File: src/rtl/if_fetch_stage_pkg.sv
// rtl/if_fetch_stage_pkg.sv - shared types and constants for the instruction-fetch stage
package if_fetch_stage_pkg;

  typedef enum logic [1:0] {
    ST_IDLE  = 2'd0,
    ST_REQ   = 2'd1,
    ST_DRAIN = 2'd2,
    ST_HOLD  = 2'd3
  } fetch_state_e;

  localparam logic [31:0] NOP_INSTR  = 32'h0000_0000;
  localparam logic [31:0] PC_INCR    = 32'd4;
  localparam logic [31:0] ALIGN_MASK = 32'hFFFF_FFFC;

endpackage

File: src/rtl/if_fetch_stage_if.sv
// rtl/if_fetch_stage_if.sv - instruction-memory request/ready handshake bundle
interface if_fetch_stage_if #(
  parameter int N = 32
);
  logic         imem_req_out;
  logic [N-1:0] imem_addr_out;
  logic         imem_ready_in;
  logic [N-1:0] imem_rdata_in;

  modport master (
    output imem_req_out,
    output imem_addr_out,
    input  imem_ready_in,
    input  imem_rdata_in
  );

  modport slave (
    input  imem_req_out,
    input  imem_addr_out,
    output imem_ready_in,
    output imem_rdata_in
  );
endinterface

File: src/rtl/if_fetch_stage_skid_slot.sv
// rtl/if_fetch_stage_skid_slot.sv - output slot plus one-deep skid register feeding IF/ID
import if_fetch_stage_pkg::*;

module if_skid_slot #(
  parameter int N = 32
) (
  input  logic         clk,
  input  logic         reset_in,
  input  logic         i_flush,
  input  logic         i_consume,
  input  logic         i_fill,
  input  logic         i_skid_load,
  input  logic         i_skid_pop,
  input  logic [N-1:0] i_instr,
  input  logic [N-1:0] i_pc4,
  output logic         o_slot_valid,
  output logic         o_skid_valid,
  output logic [N-1:0] o_instr,
  output logic [N-1:0] o_pc4
);

  logic         r_slot_valid;
  logic [N-1:0] r_slot_instr;
  logic [N-1:0] r_slot_pc4;
  logic         r_skid_valid;
  logic [N-1:0] r_skid_instr;
  logic [N-1:0] r_skid_pc4;

  // Presented slot: redirect kills it, fresh data or the skid entry reloads it, consumption empties it
  always_ff @(posedge clk or negedge reset_in) begin
    if (!reset_in) begin
      r_slot_valid <= 1'b0;
      r_slot_instr <= '0;
      r_slot_pc4   <= '0;
    end else if (i_flush) begin
      r_slot_valid <= 1'b0;
    end else if (i_fill) begin
      r_slot_valid <= 1'b1;
      r_slot_instr <= i_instr;
      r_slot_pc4   <= i_pc4;
    end else if (i_skid_pop) begin
      r_slot_valid <= r_skid_valid;
      r_slot_instr <= r_skid_instr;
      r_slot_pc4   <= r_skid_pc4;
    end else if (i_consume) begin
      r_slot_valid <= 1'b0;
    end
  end

  // Skid entry catches the word that arrives while the slot is held by a stall
  always_ff @(posedge clk or negedge reset_in) begin
    if (!reset_in) begin
      r_skid_valid <= 1'b0;
      r_skid_instr <= '0;
      r_skid_pc4   <= '0;
    end else if (i_flush || i_skid_pop) begin
      r_skid_valid <= 1'b0;
    end else if (i_skid_load) begin
      r_skid_valid <= 1'b1;
      r_skid_instr <= i_instr;
      r_skid_pc4   <= i_pc4;
    end
  end

  assign o_slot_valid = r_slot_valid;
  assign o_skid_valid = r_skid_valid;
  assign o_instr      = r_slot_valid ? r_slot_instr : N'(NOP_INSTR);
  assign o_pc4        = r_slot_pc4;

endmodule

File: src/rtl/if_fetch_stage.sv
// rtl/if_fetch_stage.sv - MIPS fetch stage: PC ownership, imem handshake FSM, redirects
import if_fetch_stage_pkg::*;

module if_fetch_stage #(
  parameter int           N        = 32,
  parameter logic [N-1:0] RESET_PC = '0
) (
  input  logic            clk,
  input  logic            reset_in,
  input  logic            enable,
  input  logic            flush_branch,
  input  logic [N-1:0]    Branch_Target_in,
  input  logic            flush_jump,
  input  logic [N-1:0]    Jump_Target_in,
  if_fetch_stage_if.master imem,
  output logic [N-1:0]    PC_Counter_output_out,
  output logic [N-1:0]    Instruction_memory_out,
  output logic            fetch_valid_out
);

  fetch_state_e r_state;
  fetch_state_e w_state_next;
  logic [N-1:0] r_pc_q;
  logic [N-1:0] w_pc_next;
  logic [N-1:0] r_drain_addr;
  logic [N-1:0] w_drain_next;
  logic [N-1:0] w_pc4;
  logic [N-1:0] w_target;
  logic         w_redirect;
  logic         w_xfer;
  logic         w_slot_valid;
  logic         w_skid_valid;
  logic         w_slot_free;
  logic         w_fill;
  logic         w_skid_load;
  logic         w_skid_pop;

  // Branch takes priority over jump; targets are always word aligned
  assign w_redirect  = flush_branch | flush_jump;
  assign w_target    = (flush_branch ? Branch_Target_in : Jump_Target_in) & N'(ALIGN_MASK);
  assign w_pc4       = r_pc_q + N'(PC_INCR);
  assign w_xfer      = imem.imem_req_out && imem.imem_ready_in;
  assign w_slot_free = !w_slot_valid || enable;

  // Request and address are decoded from registered state only, so they stay stable until transfer
  assign imem.imem_req_out  = (r_state == ST_REQ) || (r_state == ST_DRAIN);
  assign imem.imem_addr_out = (r_state == ST_DRAIN) ? r_drain_addr :
                              (r_state == ST_REQ)   ? r_pc_q       : '0;

  // State, PC and drain-address registers
  always_ff @(posedge clk or negedge reset_in) begin
    if (!reset_in) begin
      r_state      <= ST_IDLE;
      r_pc_q       <= RESET_PC;
      r_drain_addr <= '0;
    end else begin
      r_state      <= w_state_next;
      r_pc_q       <= w_pc_next;
      r_drain_addr <= w_drain_next;
    end
  end

  // Next-state, PC update and slot/skid steering
  always_comb begin
    w_state_next = r_state;
    w_pc_next    = r_pc_q;
    w_drain_next = r_drain_addr;
    w_fill       = 1'b0;
    w_skid_load  = 1'b0;
    w_skid_pop   = 1'b0;
    case (r_state)
      ST_IDLE: begin
        w_state_next = ST_REQ;
        if (w_redirect) w_pc_next = w_target;
      end
      ST_REQ: begin
        if (w_xfer) begin
          if (w_redirect) begin
            w_pc_next = w_target;
          end else if (w_slot_free) begin
            w_fill    = 1'b1;
            w_pc_next = w_pc4;
          end else begin
            w_skid_load  = 1'b1;
            w_pc_next    = w_pc4;
            w_state_next = ST_HOLD;
          end
        end else if (w_redirect) begin
          // The outstanding request must complete at its old address before the target is fetched
          w_drain_next = r_pc_q;
          w_pc_next    = w_target;
          w_state_next = ST_DRAIN;
        end
      end
      ST_DRAIN: begin
        if (w_redirect) w_pc_next = w_target;
        if (w_xfer) w_state_next = ST_REQ;
      end
      ST_HOLD: begin
        if (w_redirect) begin
          w_pc_next    = w_target;
          w_state_next = ST_REQ;
        end else if (enable) begin
          w_skid_pop   = w_skid_valid;
          w_state_next = ST_REQ;
        end
      end
      default: w_state_next = ST_IDLE;
    endcase
  end

  if_skid_slot #(.N(N)) u_slot (
    .clk          (clk),
    .reset_in     (reset_in),
    .i_flush      (w_redirect),
    .i_consume    (enable),
    .i_fill       (w_fill),
    .i_skid_load  (w_skid_load),
    .i_skid_pop   (w_skid_pop),
    .i_instr      (imem.imem_rdata_in),
    .i_pc4        (w_pc4),
    .o_slot_valid (w_slot_valid),
    .o_skid_valid (w_skid_valid),
    .o_instr      (Instruction_memory_out),
    .o_pc4        (PC_Counter_output_out)
  );

  assign fetch_valid_out = w_slot_valid;

endmodule

File: src/flat_wrapper.sv
// flat-port wrapper written by rule: the top's interface ports become plain ports
module if_fetch_stage_flat 
#(
  parameter int           N        = 32,
  parameter logic [N-1:0] RESET_PC = '0
)
  (clk, reset_in, enable, flush_branch, Branch_Target_in, flush_jump, Jump_Target_in, PC_Counter_output_out, Instruction_memory_out, fetch_valid_out, imem_imem_req_out, imem_imem_addr_out, imem_imem_ready_in, imem_imem_rdata_in);
  if_fetch_stage_if #(.N(N)) imem_i ();
  input  logic clk;
  input  logic reset_in;
  input  logic enable;
  input  logic flush_branch;
  input  logic [N-1:0] Branch_Target_in;
  input  logic flush_jump;
  input  logic [N-1:0] Jump_Target_in;
  output logic [N-1:0] PC_Counter_output_out;
  output logic [N-1:0] Instruction_memory_out;
  output logic fetch_valid_out;
  output wire logic [$bits(imem_i.imem_req_out)-1:0] imem_imem_req_out;
  output wire logic [$bits(imem_i.imem_addr_out)-1:0] imem_imem_addr_out;
  input wire logic [$bits(imem_i.imem_ready_in)-1:0] imem_imem_ready_in;
  input wire logic [$bits(imem_i.imem_rdata_in)-1:0] imem_imem_rdata_in;
  assign imem_imem_req_out = imem_i.imem_req_out;
  assign imem_imem_addr_out = imem_i.imem_addr_out;
  assign imem_i.imem_ready_in = imem_imem_ready_in;
  assign imem_i.imem_rdata_in = imem_imem_rdata_in;
  if_fetch_stage #(.N(N), .RESET_PC(RESET_PC)) u_core (.clk(clk), .reset_in(reset_in), .enable(enable), .flush_branch(flush_branch), .Branch_Target_in(Branch_Target_in), .flush_jump(flush_jump), .Jump_Target_in(Jump_Target_in), .imem(imem_i), .PC_Counter_output_out(PC_Counter_output_out), .Instruction_memory_out(Instruction_memory_out), .fetch_valid_out(fetch_valid_out));
endmodule
File: config.mk
export PLATFORM = sky130hd
export DESIGN_NAME = if_fetch_stage_flat
export DESIGN_NICKNAME = d
export VERILOG_FILES = /design/src/rtl/if_fetch_stage_pkg.sv /design/src/rtl/if_fetch_stage_if.sv /design/src/rtl/if_fetch_stage_skid_slot.sv /design/src/rtl/if_fetch_stage.sv /design/src/flat_wrapper.sv
export SDC_FILE = /design/constraint.sdc
export NUM_CORES = 1
export LEC_CHECK = 0
export CORE_ASPECT_RATIO = 0.75
export CORE_UTILIZATION = 56
export DETAILED_ROUTE_END_ITERATION = 12
export GPL_TIMING_DRIVEN = 0
export PLACE_DENSITY = 0.86
export SLEW_MARGIN = 10
export SYNTH_ARGS = -nofsm -noshare
export SYNTH_HDL_FRONTEND = slang
export SYNTH_SLANG_ARGS = --single-unit
File: constraint.sdc
create_clock -name clk -period 4.1 [get_ports clk]
set_input_delay 0.41 -clock clk [delete_from_list [all_inputs] [get_ports clk]]
set_output_delay 0.41 -clock clk [all_outputs]
set_load 0.05 [all_outputs]
==> summary.md <==
| Metric | Value |
|---|---|
| Run status | `completed` |
| Main flop type after synthesis | `dfrtp_1` |
| Crit Path Max Fanout | `10` |
| Max Freq | `274.6 MHz` |
| # clock sinks | `196` |
| Critical Setup Path Class | `reg -> out` |
| CTS H-tree depth | `4` |
| Worst-Skew Late Latency | `450 ps` |
| Synth cell types | `50` |
| Row count | `41` |
| Fin crit period | `3642 ps` |
| Remaining antenna violation count | `0` |
| Post-synth top area cell | `dfrtp_1` |
| N_diodes | `0` |
| CTS root buf | `clkbuf_16` |
| WL per Instance | `19.17 um` |
| Setup ws final | `458.1 ps` |
| HPWL after DPL | `20.04 mm` |
| Syn Std Cell Area | `9945 um2` |
| Die Ht | `117.4 um` |
| Setup Skew | `9.608 ps` |
| Req. time, crit path | `3690 ps` |
| P_leak | `5.553 nW` |
| Complex-gate fraction of the synthesized area | `10.53%` |
| Antenna violations before repair | `0` |
| DIE AREA | `18300 um2` |
| Avg Cell Area, Syn | `10.04 um2` |
| Reg2reg setup slack | `1350 ps` |
| Via count | `8492` |
| Ys Warns | `0` |
| Unrepaired setup endpoints after global routing | `no` |
| Max-slew headroom | `54.07%` |
| First-pass GRT wire length | `43.48 mm` |
| Die W | `155.9 um` |
| Most common cell in the netlist | `dfrtp_1` |
| Largest net degree at the start of global routing | `110` |
| Share of cells above drive strength 1 | `15.50%` |
| Filler cell count in the final layout | `1169` |
| Remaining global-route overflow | `0` |
| Post-route cell area | `12850 um2` |
| Number of synthesized flops with an enable pin | `0` |
| Io pins | `200` |
| CTS tree | `yes` |
| Slew Limit Fails | `0` |
| Top cells by area, synth | `dfrtp_1, mux2_2, nand2_1` |
| Pwr Density | `619.8 nW/um2` |
| # port buffers | `195` |
| DRC viols | `0` |
| Worst-path cell chain | `inv_1 > ha_1 > clkbuf_1 > buf_1 > nand2_1 > o21ai_0 > clkdlybuf4s50_1` |
| Worst VDD drop | `0.5819 mV` |
| Arrival time of the worst setup path | `3230 ps` |
| Register area share after synthesis | `49.32%` |
| Post-CTS Setup Bufs | `0` |
| Class of the worst hold path | `reg -> reg` |
| Final wirelength | `27.89 mm` |
| Final hold vios | `0` |
| Setup Viol. Count Final | `0` |
| Synth Instances | `990` |
| Largest family of logic cells by synthesized area | `simple AND/OR/NAND/NOR gates` |
| DP Worst Slack | `1024 ps` |
| Worst Tran Pin Value | `687.6 ps` |
| Tot GR Track Use | `31.09%` |
| Vias in the first global route | `8261` |
| Post-cts sizing count | `0` |
| Final period util | `88.83%` |
| Slowest stage delay, CP | `850 ps` |
| Area share of fa/ha/maj cells after synthesis | `0.5033%` |
| Yosys top cell area share | `49.32%` |
| Worst setup SP type | `flip-flop` |
| Crit-path slowest cell | `clkdlybuf4s50_1` |
| Gp weighted congestion | `0.9592` |
| Drt first pass iters | `5` |
| Worst-path clk slew | `70 ps` |
| MaxCap Viol Count | `0` |
| Simple-gate area share of the yosys netlist | `15.94%` |
| Via density | `5.836` |
| Yosys reg bits | `196` |
| Placed instance area | `12220 um2` |
| Top cells by count, synth | `dfrtp_1, nand2_1, o21ai_0` |
| Num CTS Buffers | `17` |
| Core Region | `17080 um2` |
| Initial DRC count | `870` |
| CTS Buffer Depth | `2` |
| Crit path capture type | `primary output` |
| Nets | `1312` |
| Mux contribution to synthesized area | `14.93%` |
| Initial core utilization | `58.21%` |
| Hold_buf cts | `1` |
| Layout Area Growth over Synthesis | `29.23%` |
| Syn nets | `1096` |
| Async set-reset flop share out of synthesis | `100.0%` |
| XOR/XNOR share of the synthesized area | `4.580%` |
==> state kept, by name, indices dropped and copies added (netlist names) <==
register                    flops
u_core.u_slot.r_skid_instr     32
u_core.r_pc_q                  32
u_core.u_slot.r_slot_instr     32
u_core.u_slot.o_slot_valid      1
u_core.r_drain_addr            32
u_core.r_state                  2
u_core.u_slot.r_skid_pc4       32
u_core.u_slot.o_skid_valid      1
u_core.u_slot.o_pc4            32
==> worst paths after layout <==
kind                                                 to  depth (start not counted)                    startpoint
setup / recovery                 imem_imem_addr_out[24]                          7             u_core.r_state[1]
hold / removal             u_core.u_slot.r_skid_pc4[15]                          2  u_core.u_slot.r_skid_pc4[15]
setup reg to reg                 u_core.u_slot.o_pc4[3]                          9             u_core.r_state[0]
hold reg to reg            u_core.u_slot.r_skid_pc4[15]                          2  u_core.u_slot.r_skid_pc4[15]
max in group asynchronous       u_core.u_slot.o_pc4[15]                          3                      reset_in
min in group asynchronous        u_core.r_drain_addr[4]                          2                      reset_in
==> layout make-up <==
cell class                      count  area, um2  share of cell area [%]
Timing Repair Buffer              197       1994                   15.52
Clock buffer                       19      452.9                   3.524
Multi-Input combinational cell    701       4623                   35.97
Tap cell                          236      295.3                   2.298
Buffer                             82      375.4                   2.921
Clock inverter                     13      163.9                   1.275
Inverter                           11      41.29                  0.3213
Sequential cell                   196       4905                   38.17
==> through the flow <==
step           hold WS (ps)  utilization [%]  setup TNS (ps)  std cells  power, mW
6_report              482.6            75.23               0       1455      7.965
5_1_grt               507.0            75.23               0       1455      8.310
4_1_cts               483.8            75.23               0       1455      7.956
3_5_place_dp          464.9            71.56               0       1422      6.193
3_3_place_gp          457.3            71.37        -1068890       1421      6.108
2_1_floorplan         114.4                -               0        990      5.020
==> critical path, delay by kind of cell, from the launching register on <==
family,cells,cell delay [ps]
flops,1,440
fa+ha+maj,1,190
buf+inv,4,1790
simple gates,1,110
compound gates,1,240
==> power breakdown <==
| group | leakage, nW | switching, mW | internal [mW] | total (mW) |
|---|---|---|---|---|
| Sequential | 2.50 | 0.314 | 2.45 | 2.77 |
| Combinational | 2.76 | 2.18 | 1.27 | 3.45 |
| Clock | 0.295 | 0.793 | 0.953 | 1.75 |
==> placed cells by master (no fill, tap or decap), types with 4 or more instances in the layout <==
master | netlist | layout
o21ai_1 | 15 | 15
mux2i_1 | 37 | 37
and4_1 | 4 | 4
dfrtp_1 | 196 | 196
nor4_2 | 7 | 7
clkbuf_1 | 38 | 38
clkdlybuf4s50_1 | 0 | 194
nand2_1 | 152 | 152
clkbuf_16 | 0 | 17
o21ai_0 | 102 | 102
nor3_1 | 12 | 12
inv_1 | 9 | 9
and2_1 | 36 | 36
mux2_2 | 99 | 99
nor3_2 | 6 | 6
nand3_1 | 12 | 12
nor4_1 | 11 | 11
xor2_1 | 10 | 10
nand4_1 | 8 | 8
nor2b_1 | 4 | 4
buf_2 | 29 | 29
xnor2_1 | 42 | 42
ha_1 | 4 | 4
o31ai_1 | 8 | 8
buf_1 | 8 | 8
a21oi_1 | 41 | 41
a22oi_1 | 15 | 15
and3_1 | 7 | 7
nor2_1 | 43 | 43
o22ai_1 | 6 | 6
buf_4 | 4 | 4
==> per-layer routing <==
layer / up-vias / wire length [um] / global-route usage (%)
li1: 3838 / - / -
met3: 70 / 2702 / 8.315
met2: 433 / 12360 / 45.34
met5: - / 0 / 0
met4: 0 / 845 / 12.19
met1: 4151 / 11980 / 44.13
==> logic make-up after synthesis <==
group,after synthesis
buffers and inverters,93
multiplexers,136
flip-flops,196
adder cells (fa/ha/maj),4
AND/OR/NAND/NOR,316
AO/OA/AOI/OAI,193
XOR/XNOR,52
No activity file was read; power rests on OpenSTA's default activity.
